===== config.mk =====
export PLATFORM = sky130hd
export DESIGN_NAME = block_state_manager
export DESIGN_NICKNAME = d
export VERILOG_FILES = /design/src/rtl/block_state_manager.sv
export SDC_FILE = /design/constraint.sdc
export NUM_CORES = 1
export LEC_CHECK = 0
export BUFFER_PORTS_ARGS = -buffer_cell sky130_fd_sc_hd__clkbuf_2
export CORE_MARGIN = 2
export CORE_UTILIZATION = 30
export DETAILED_ROUTE_END_ITERATION = 12
export GPL_ROUTABILITY_DRIVEN = 0
export PLACE_DENSITY = 0.57
export RECOVER_POWER = 25
export REMOVE_ABC_BUFFERS = 1
export SLEW_MARGIN = 0
export SYNTH_ARGS = -nofsm -noshare
export SYNTH_HDL_FRONTEND = slang
export SYNTH_SLANG_ARGS = --single-unit

===== constraint.sdc =====
create_clock -name clk -period 5.8 [get_ports clk]
set_clock_uncertainty 0.05 [all_clocks]
set_input_delay 1.16 -clock clk [delete_from_list [all_inputs] [get_ports clk]]
set_output_delay 1.16 -clock clk [all_outputs]
set_load 0.005 [all_outputs]

===== src/rtl/block_state_manager.sv =====
// Brick-field state register: level load, hit serialisation, clear detect.
// Optional hard bricks are built in when HARD_BLOCKS_EN is defined.
module block_state_manager #(
    parameter int BLOCKS_PER_ROW = 13,
    parameter int NUM_ROWS       = 16,
    parameter int NUM_BLOCKS     = 208,
    parameter int IDX_W          = 8
) (
    input  logic                        clk,
    input  logic                        nRst,
    input  logic                        level_start,
    output logic [$clog2(NUM_ROWS)-1:0] pattern_row,
    input  logic [BLOCKS_PER_ROW-1:0]   pattern_bits,
`ifdef HARD_BLOCKS_EN
    input  logic [BLOCKS_PER_ROW-1:0]   pattern_hard,
    output logic                        hit_destroyed,
`endif
    input  logic                        hit_req,
    input  logic [IDX_W-1:0]            hit_idx,
    output logic                        hit_ack,
    output logic                        hit_was_present,
    output logic [NUM_BLOCKS-1:0]       block_state,
    output logic [IDX_W-1:0]            blocks_left,
    output logic                        level_clear,
    output logic                        busy
);

    localparam int ROW_W = $clog2(NUM_ROWS);
    localparam logic [ROW_W-1:0] LAST_ROW = ROW_W'(NUM_ROWS - 1);
    localparam logic [IDX_W-1:0] NB = IDX_W'(NUM_BLOCKS);
    localparam logic [IDX_W-1:0] BPR = IDX_W'(BLOCKS_PER_ROW);

    typedef enum logic [1:0] {
        ST_IDLE = 2'd0,
        ST_LOAD = 2'd1,
        ST_PLAY = 2'd2
    } state_t;

    state_t                  r_state;
    state_t                  w_state_next;
    logic [NUM_BLOCKS-1:0]   r_block_state;
    logic [IDX_W-1:0]        r_blocks_left;
    logic [ROW_W-1:0]        r_row;
    logic                    r_ack;
    logic                    r_present;
    logic                    r_clear;

    logic                    w_accept;
    logic                    w_in_range;
    logic                    w_present;
    logic                    w_kill;
    logic                    w_hard_bit;
    logic [IDX_W-1:0]        w_pop;
    logic [IDX_W-1:0]        w_load_sum;
    logic [IDX_W-1:0]        w_row_base;

`ifdef HARD_BLOCKS_EN
    logic [NUM_BLOCKS-1:0]   r_hard;
    logic                    r_destroyed;
`endif

    assign w_in_range = (hit_idx < NB);
    assign w_row_base = IDX_W'(r_row) * BPR;
    assign w_load_sum = r_blocks_left + w_pop;

`ifdef HARD_BLOCKS_EN
    assign w_hard_bit = w_in_range ? r_hard[hit_idx] : 1'b0;
`else
    assign w_hard_bit = 1'b0;
`endif

    // Hit lookup: only a PLAY-state hit can find a brick
    always_comb begin
        w_present = 1'b0;
        if (r_state == ST_PLAY && w_in_range) begin
            w_present = r_block_state[hit_idx];
        end
        w_kill = w_present & ~w_hard_bit;
    end

    // Population count of the row being loaded
    always_comb begin
        w_pop = '0;
        for (int i = 0; i < BLOCKS_PER_ROW; i++) begin
            w_pop = w_pop + IDX_W'(pattern_bits[i]);
        end
    end

    // Next state and request acceptance; level_start beats a hit
    always_comb begin
        w_state_next = r_state;
        w_accept     = 1'b0;
        unique case (r_state)
            ST_IDLE: begin
                if (level_start) begin
                    w_state_next = ST_LOAD;
                end else begin
                    w_accept = hit_req & ~r_ack;
                end
            end
            ST_LOAD: begin
                if (r_row == LAST_ROW) begin
                    w_state_next = (w_load_sum == '0) ? ST_IDLE : ST_PLAY;
                end
            end
            ST_PLAY: begin
                if (level_start) begin
                    w_state_next = ST_LOAD;
                end else begin
                    w_accept = hit_req & ~r_ack;
                    if (w_accept && w_kill && r_blocks_left == IDX_W'(1)) begin
                        w_state_next = ST_IDLE;
                    end
                end
            end
            default: w_state_next = ST_IDLE;
        endcase
    end

    // State, brick map, counters and response pulses
    always_ff @(posedge clk) begin
        if (!nRst) begin
            r_state       <= ST_IDLE;
            r_block_state <= '0;
            r_blocks_left <= '0;
            r_row         <= '0;
            r_ack         <= 1'b0;
            r_present     <= 1'b0;
            r_clear       <= 1'b0;
`ifdef HARD_BLOCKS_EN
            r_hard        <= '0;
            r_destroyed   <= 1'b0;
`endif
        end else begin
            r_state   <= w_state_next;
            r_ack     <= w_accept;
            r_present <= w_accept & w_present;
            r_clear   <= 1'b0;
`ifdef HARD_BLOCKS_EN
            r_destroyed <= w_accept & w_kill;
`endif
            unique case (r_state)
                ST_IDLE, ST_PLAY: begin
                    if (level_start) begin
                        r_row         <= '0;
                        r_blocks_left <= '0;
                    end else if (w_accept && w_present) begin
                        if (w_kill && r_blocks_left != '0) begin
                            r_block_state[hit_idx] <= 1'b0;
                            r_blocks_left <= r_blocks_left - IDX_W'(1);
                            if (r_blocks_left == IDX_W'(1)) begin
                                r_clear <= 1'b1;
                            end
                        end
`ifdef HARD_BLOCKS_EN
                        if (w_hard_bit) begin
                            r_hard[hit_idx] <= 1'b0;
                        end
`endif
                    end
                end
                ST_LOAD: begin
                    r_block_state[w_row_base +: BLOCKS_PER_ROW] <= pattern_bits;
`ifdef HARD_BLOCKS_EN
                    r_hard[w_row_base +: BLOCKS_PER_ROW] <=
                        pattern_hard & pattern_bits;
`endif
                    r_blocks_left <= w_load_sum;
                    r_row         <= r_row + ROW_W'(1);
                    if (r_row == LAST_ROW && w_load_sum == '0) begin
                        r_clear <= 1'b1;
                    end
                end
                default: ;
            endcase
        end
    end

    assign pattern_row     = r_row;
    assign hit_ack         = r_ack;
    assign hit_was_present = r_present;
    assign block_state     = r_block_state;
    assign blocks_left     = r_blocks_left;
    assign level_clear     = r_clear;
    assign busy            = (r_state == ST_LOAD);
`ifdef HARD_BLOCKS_EN
    assign hit_destroyed   = r_destroyed;
`endif

endmodule


Yosys cells after proc, flatten, opt, wreduce, memory -nomap -nowiden
Cells that the tools add are included.
Word-level totals
  register bits: 225
  output and inout bits: 224
  logic and storage cells: 93
Cells by class
  $add $sub $neg: 16
  multiply operators: 1
  order comparisons: 3
  equal/unequal tests: 13
  shift-type cells: 2
  mux-type cells: 30
  bitwise operators: 5
  reductions and logical operators: 16
Operator list (number)
  2-to-1 mux 208 bit: 3
  one-hot mux 208 bit (2 select lines): 1
  bitwise AND 208 bit: 1
  bitwise mux 208 bit: 1
  NOT 208 bit: 1
  variable shift 13 x 10 -> 208 bit (first input constant): 1
  indexed part select 13 x 10 -> 208 bit: 1
  adder 8 x 1 -> 8 bit: 5
  2-to-1 mux 8 bit: 3
  one-hot mux 8 bit (2 select lines): 1
  2-to-1 mux 1 bit: 10
  2-to-1 mux 2 bit: 5
  negation 8 -> 10 bit: 1
  < comparator 8 x 9 -> 1 bit (second input constant): 1
  adder 7 x 1 -> 8 bit: 1
  adder 8 bit: 1
  binary-select mux 1 bit (select 8 bit): 1
  demux 1 bit (select 8 bit): 1
  == test 8 x 1 -> 1 bit (second input constant): 1
  greater-or-equal comparator 8 x 1 -> 1 bit (second input constant): 1
  logical NOT 8 bit: 1
  < comparator 8 bit (second input constant): 1
  multiplier 4 x 4 -> 8 bit (second input constant): 1
  != test 2 x 1 -> 1 bit (second input constant): 4
  28 further kinds: 38

Depth between registers and ports, before layout
  depth after elaboration: 17
  gate-level depth with buffers: 19
  gate-level depth less buffers: 19

Least setup slack after synthesis
Ideal clock, no wire load.
  path kind: input to register
  start point: input port pattern_bits[0]
  end point: register r_clear, in the netlist level_clear
  arrival time: 4.856 ns
  setup slack: 0.778 ns
  stages: 17
  buffers on the path: 0
  cell sequence: fa_1 > inv_1 > fa_1 > fa_1 > fa_1 > inv_1 > ha_1 > a21o_1 > a21oi_1 > o21bai_1 > a21oi_1 > nor2_1 > a211oi_1 > a21oi_1 > nand4_1 > o22ai_1 > and3_1
Between the ends
  cells in the longest elaborated chain, start to end: 17
RTL lines
  start: declaration: RTL line 13  | input logic [BLOCKS_PER_ROW-1:0] pattern_bits,
  adder 1 x 1 -> 2 bit: RTL line 85  | w_pop = w_pop + IDX_W'(pattern_bits[i]);
  adder 2 x 1 -> 3 bit: RTL line 85
  adder 3 x 1 -> 4 bit: RTL line 85
  adder 4 x 1 -> 5 bit: RTL line 85
  adder 5 x 1 -> 6 bit: RTL line 85
  adder 6 x 1 -> 7 bit: RTL line 85
  adder 7 x 1 -> 8 bit: RTL line 85
  adder 8 x 1 -> 8 bit (5 in a row): RTL line 85
  adder 8 bit: RTL line 64  | assign w_load_sum = r_blocks_left + w_pop;
  logical NOT 8 bit: RTL line 170  | if (r_row == LAST_ROW && w_load_sum == '0) begin
  logical AND 1 bit: RTL line 170
  2-to-1 mux 1 bit: RTL line 170
  one-hot mux 1 bit (2 select lines): RTL line 142  | unique case (r_state)
  end signal: assignment: RTL line 138  | r_clear <= 1'b0;
  end signal: assignment: RTL line 152  | r_clear <= 1'b1;
  end signal: assignment: RTL line 171  | r_clear <= 1'b1;
  end: declaration: RTL line 46  | logic r_clear;
Every way passes these cells.
A chain may end at the register's enable or synchronous reset.

==> metrics.md <==
| Metric | Value |
|---|---|
| Status | finished, violations left |
| Failing checks | max-capacitance violations, max-slew violations |
| Number of global-route vias before repair | 14600 |
| Post-layout min period | 5060 ps |
| Nets | 1848 |
| Tightest Pin Transition | 1920 ps |
| Initial antenna violation count | 6 |
| Drt pass-1 iters | 5 |
| CP Max Fanout | 53 |
| Mapped cell area | 0.0140 mm² |
| Total congestion overflow | 0 |
| Routed Antenna Nets | 0 |
| Register area share after synthesis | 32.1% |
| RSZ-0062 raised after global routing | no |
| Clk_lat worst skew | 580 ps |
| Post-Synthesis Cells | 1677 |
| Critical path type | in -> reg |
| Combinational share of power | 17.6% |
| Placement Rows | 79 |
| Sequential fraction of design power | 39.8% |
| Post-synth EDFFs | 0 |
| Worst Hold Class | reg -> reg |
| Crit path arrival time | 5480 ps |
| # hold bufs at CTS | 0 |
| Largest net degree at the start of global routing | 194 |
| Setup violators final | 0 |
| Clk pwr share | 42.6% |
| Synth cell types | 70 |
| VDD IR max | 0.000200 V |
| Synth area leader | dfxtp_1 |
| Core Footprint | 0.0464 mm² |
| Layout area overhead | 16.3% |
| R2r worst-path depth | 16 |
| Die footprint | 0.0485 mm² |
| DR iter-0 viols | 2331 |
| Worst-path clk slew | 60 ps |
| Ports | 249 |
| DPL Wire Length | 47.6 mm |
| Worst r2r dst | level_clear |
| Final max-slew violation count | 59 |
| Postcts setup bufs | 0 |
| Die Y | 220 µm |
| Top cells by area, synth | dfxtp_1 32%, o311ai_0 6.5%, nand2_1 4.7% |
| Worst R2R Start | blocks_left[0] |
| Pwr Density | 248 mW/mm² |
| PortBufs | 248 |
| Global-route wire length before repair | 101 mm |
| CTS resizes | 0 |
| Placed Instances | 2374 |
| Fin. Hold Viols | 0 |
| Setup crit end kind | flip-flop |
| Most common cell after layout, fill and taps aside | dfxtp_1 |
| DRC Markers | 0 |
| Crit path to | block_state[23] |
| Average wire per cell in the routed design | 29.3 µm |
| Net switching power figure | 1.24 mW |
| FMAX | 198 MHz |
| FF-to-FF setup slack | 1730 ps |
| Vias | 15900 |
| Req. time, crit path | 6220 ps |
| Total CTS buffers | 28 |
| Root Buffer | clkbuf_16 |
| Fin crit share | 87.2% |
| Die X-Extent | 220 µm |
| Overall power | 4.04 mW |
| DRT Wirelength | 71.0 mm |
| Starting Density | 30.2% |
| Synth Area per Inst | 8.36 µm² |
| Layout cells sized above 1 | 16.2% |
| Rel. slew slack | -28.0% |
| Post-synth ARST share | 0% |
| Sw frac | 30.6% |
| Static Leak | 6.09 nW |
| Clock tree sinks | 225 |
| FF+latch count, synth | 225 |
| Post-Layout Cell Count | 2426 |
| Commonest non-fill, non-tap cells in the layout | 225 x dfxtp_1, 173 x nand2_1, 155 x clkbuf_2 |
| Type of origin of the critical path | primary input |
| Post-synth top area share | 32.1% |
| Synth Warn # | 0 |
| # H-tree levels | 1 |
| Max cap viols | 2 |
| Setup tns final | 0 ps |
| Synth Flop Type | dfxtp_1 |
| CTS max path bufs | 3 |
| Vias/cell | 6.55 |
| CTS tree | built |
| Cell internal pwr | 2.80 mW |
| CP startpoint | nRst |
| GR Util All Layers | 28.2% |
| Filler cell count | 4867 |
| Final Util | 35.1% |
[Yosys cell counts, types with 23 or more instances]
| cell type | n |
|---|---|
| a21oi_1 | 46 |
| a41oi_1 | 34 |
| buf_2 | 32 |
| clkbuf_1 | 151 |
| dfxtp_1 | 225 |
| inv_1 | 27 |
| mux2i_1 | 57 |
| mux4_2 | 24 |
| nand2_1 | 174 |
| nand3_1 | 122 |
| nand4_1 | 98 |
| nor2_1 | 94 |
| nor3_1 | 23 |
| o2111ai_1 | 39 |
| o211a_1 | 27 |
| o211ai_1 | 87 |
| o21ai_0 | 84 |
| o311ai_0 | 104 |
[logic make-up (layout without fill, tap and decap cells)]
kind of cell             Yosys count  count (layout)  share of synthesized area, %
buffers and inverters            230             369                          7.10
flip-flops                       225             225                          32.1
XOR/XNOR                           9               9                         0.563
adder cells (fa/ha/maj)           26              26                          2.80
multiplexers                      83              83                          8.09
other                              0               3                             0
AO/OA/AOI/OAI                    529             529                          29.5
AND/OR/NAND/NOR                  575             575                          19.8
[how the worst min path moves through the flow]
stage               slack (ps)  cells after the start                to              from
floorplan                  430                      2  block_state[136]  block_state[136]
global placement           440                      2   block_state[95]   block_state[95]
detailed placement         450                      2   block_state[95]   block_state[95]
CTS                        450                      2   block_state[95]   block_state[95]
global route               480                      2  block_state[133]  block_state[133]
finish                     460                      2   block_state[95]   block_state[95]
[state kept, by name, summed over array words and instances, names as in the netlist]
name             flops
hit_was_present      1
blocks_left          8
pattern_row          4
level_clear          1
block_state        208
r_state              2
hit_ack              1
[per-stage QoR]
| step | hold WS, ps | cell area [µm²] | setup WS, ps |
|---|---|---|---|
| after floorplan | 426 | 13100 | -705 |
| after global placement | 437 | 15500 | 366 |
| after detailed placement | 446 | 15500 | 302 |
| after CTS | 455 | 16400 | 903 |
| after global routing | 481 | 16300 | 661 |
| final | 462 | 16300 | 740 |
[power by group through the flow]
stage	clock, mW	combinational, mW	sequential [mW]
final	1.72	0.710	1.61
after global routing	1.79	0.761	1.61
after CTS	1.73	0.696	1.61
after detailed placement	0	0.694	1.64
after global placement	0	0.687	1.64
after floorplan	0	0.388	1.63
[final cells by class]
type                    count  area (µm²)  area share [%]
diodes                      3        7.51          0.0461
clock buffers              44         852            5.23
clock inverters             5        25.0           0.154
inverters                  28         105           0.645
multi-input cells        1222        8530            52.4
flip-flops and latches    225        4500            27.6
well taps                 607         759            4.66
repair buffers            292        1510            9.24
[critical path, cell delays in order]
cell	delay, ps
clkbuf_1	1340
inv_1	880
clkbuf_1	820
nor2_4	290
buf_4	470
o311ai_0	250
o211ai_1	170
[routing by layer]
layer	track usage, %	share of wire (%)
met5	0	0.070
met4	15.1	6.0
met3	7.15	12
met2	43.2	44
met1	36.3	38
No activity file was read; power rests on OpenSTA's default activity.
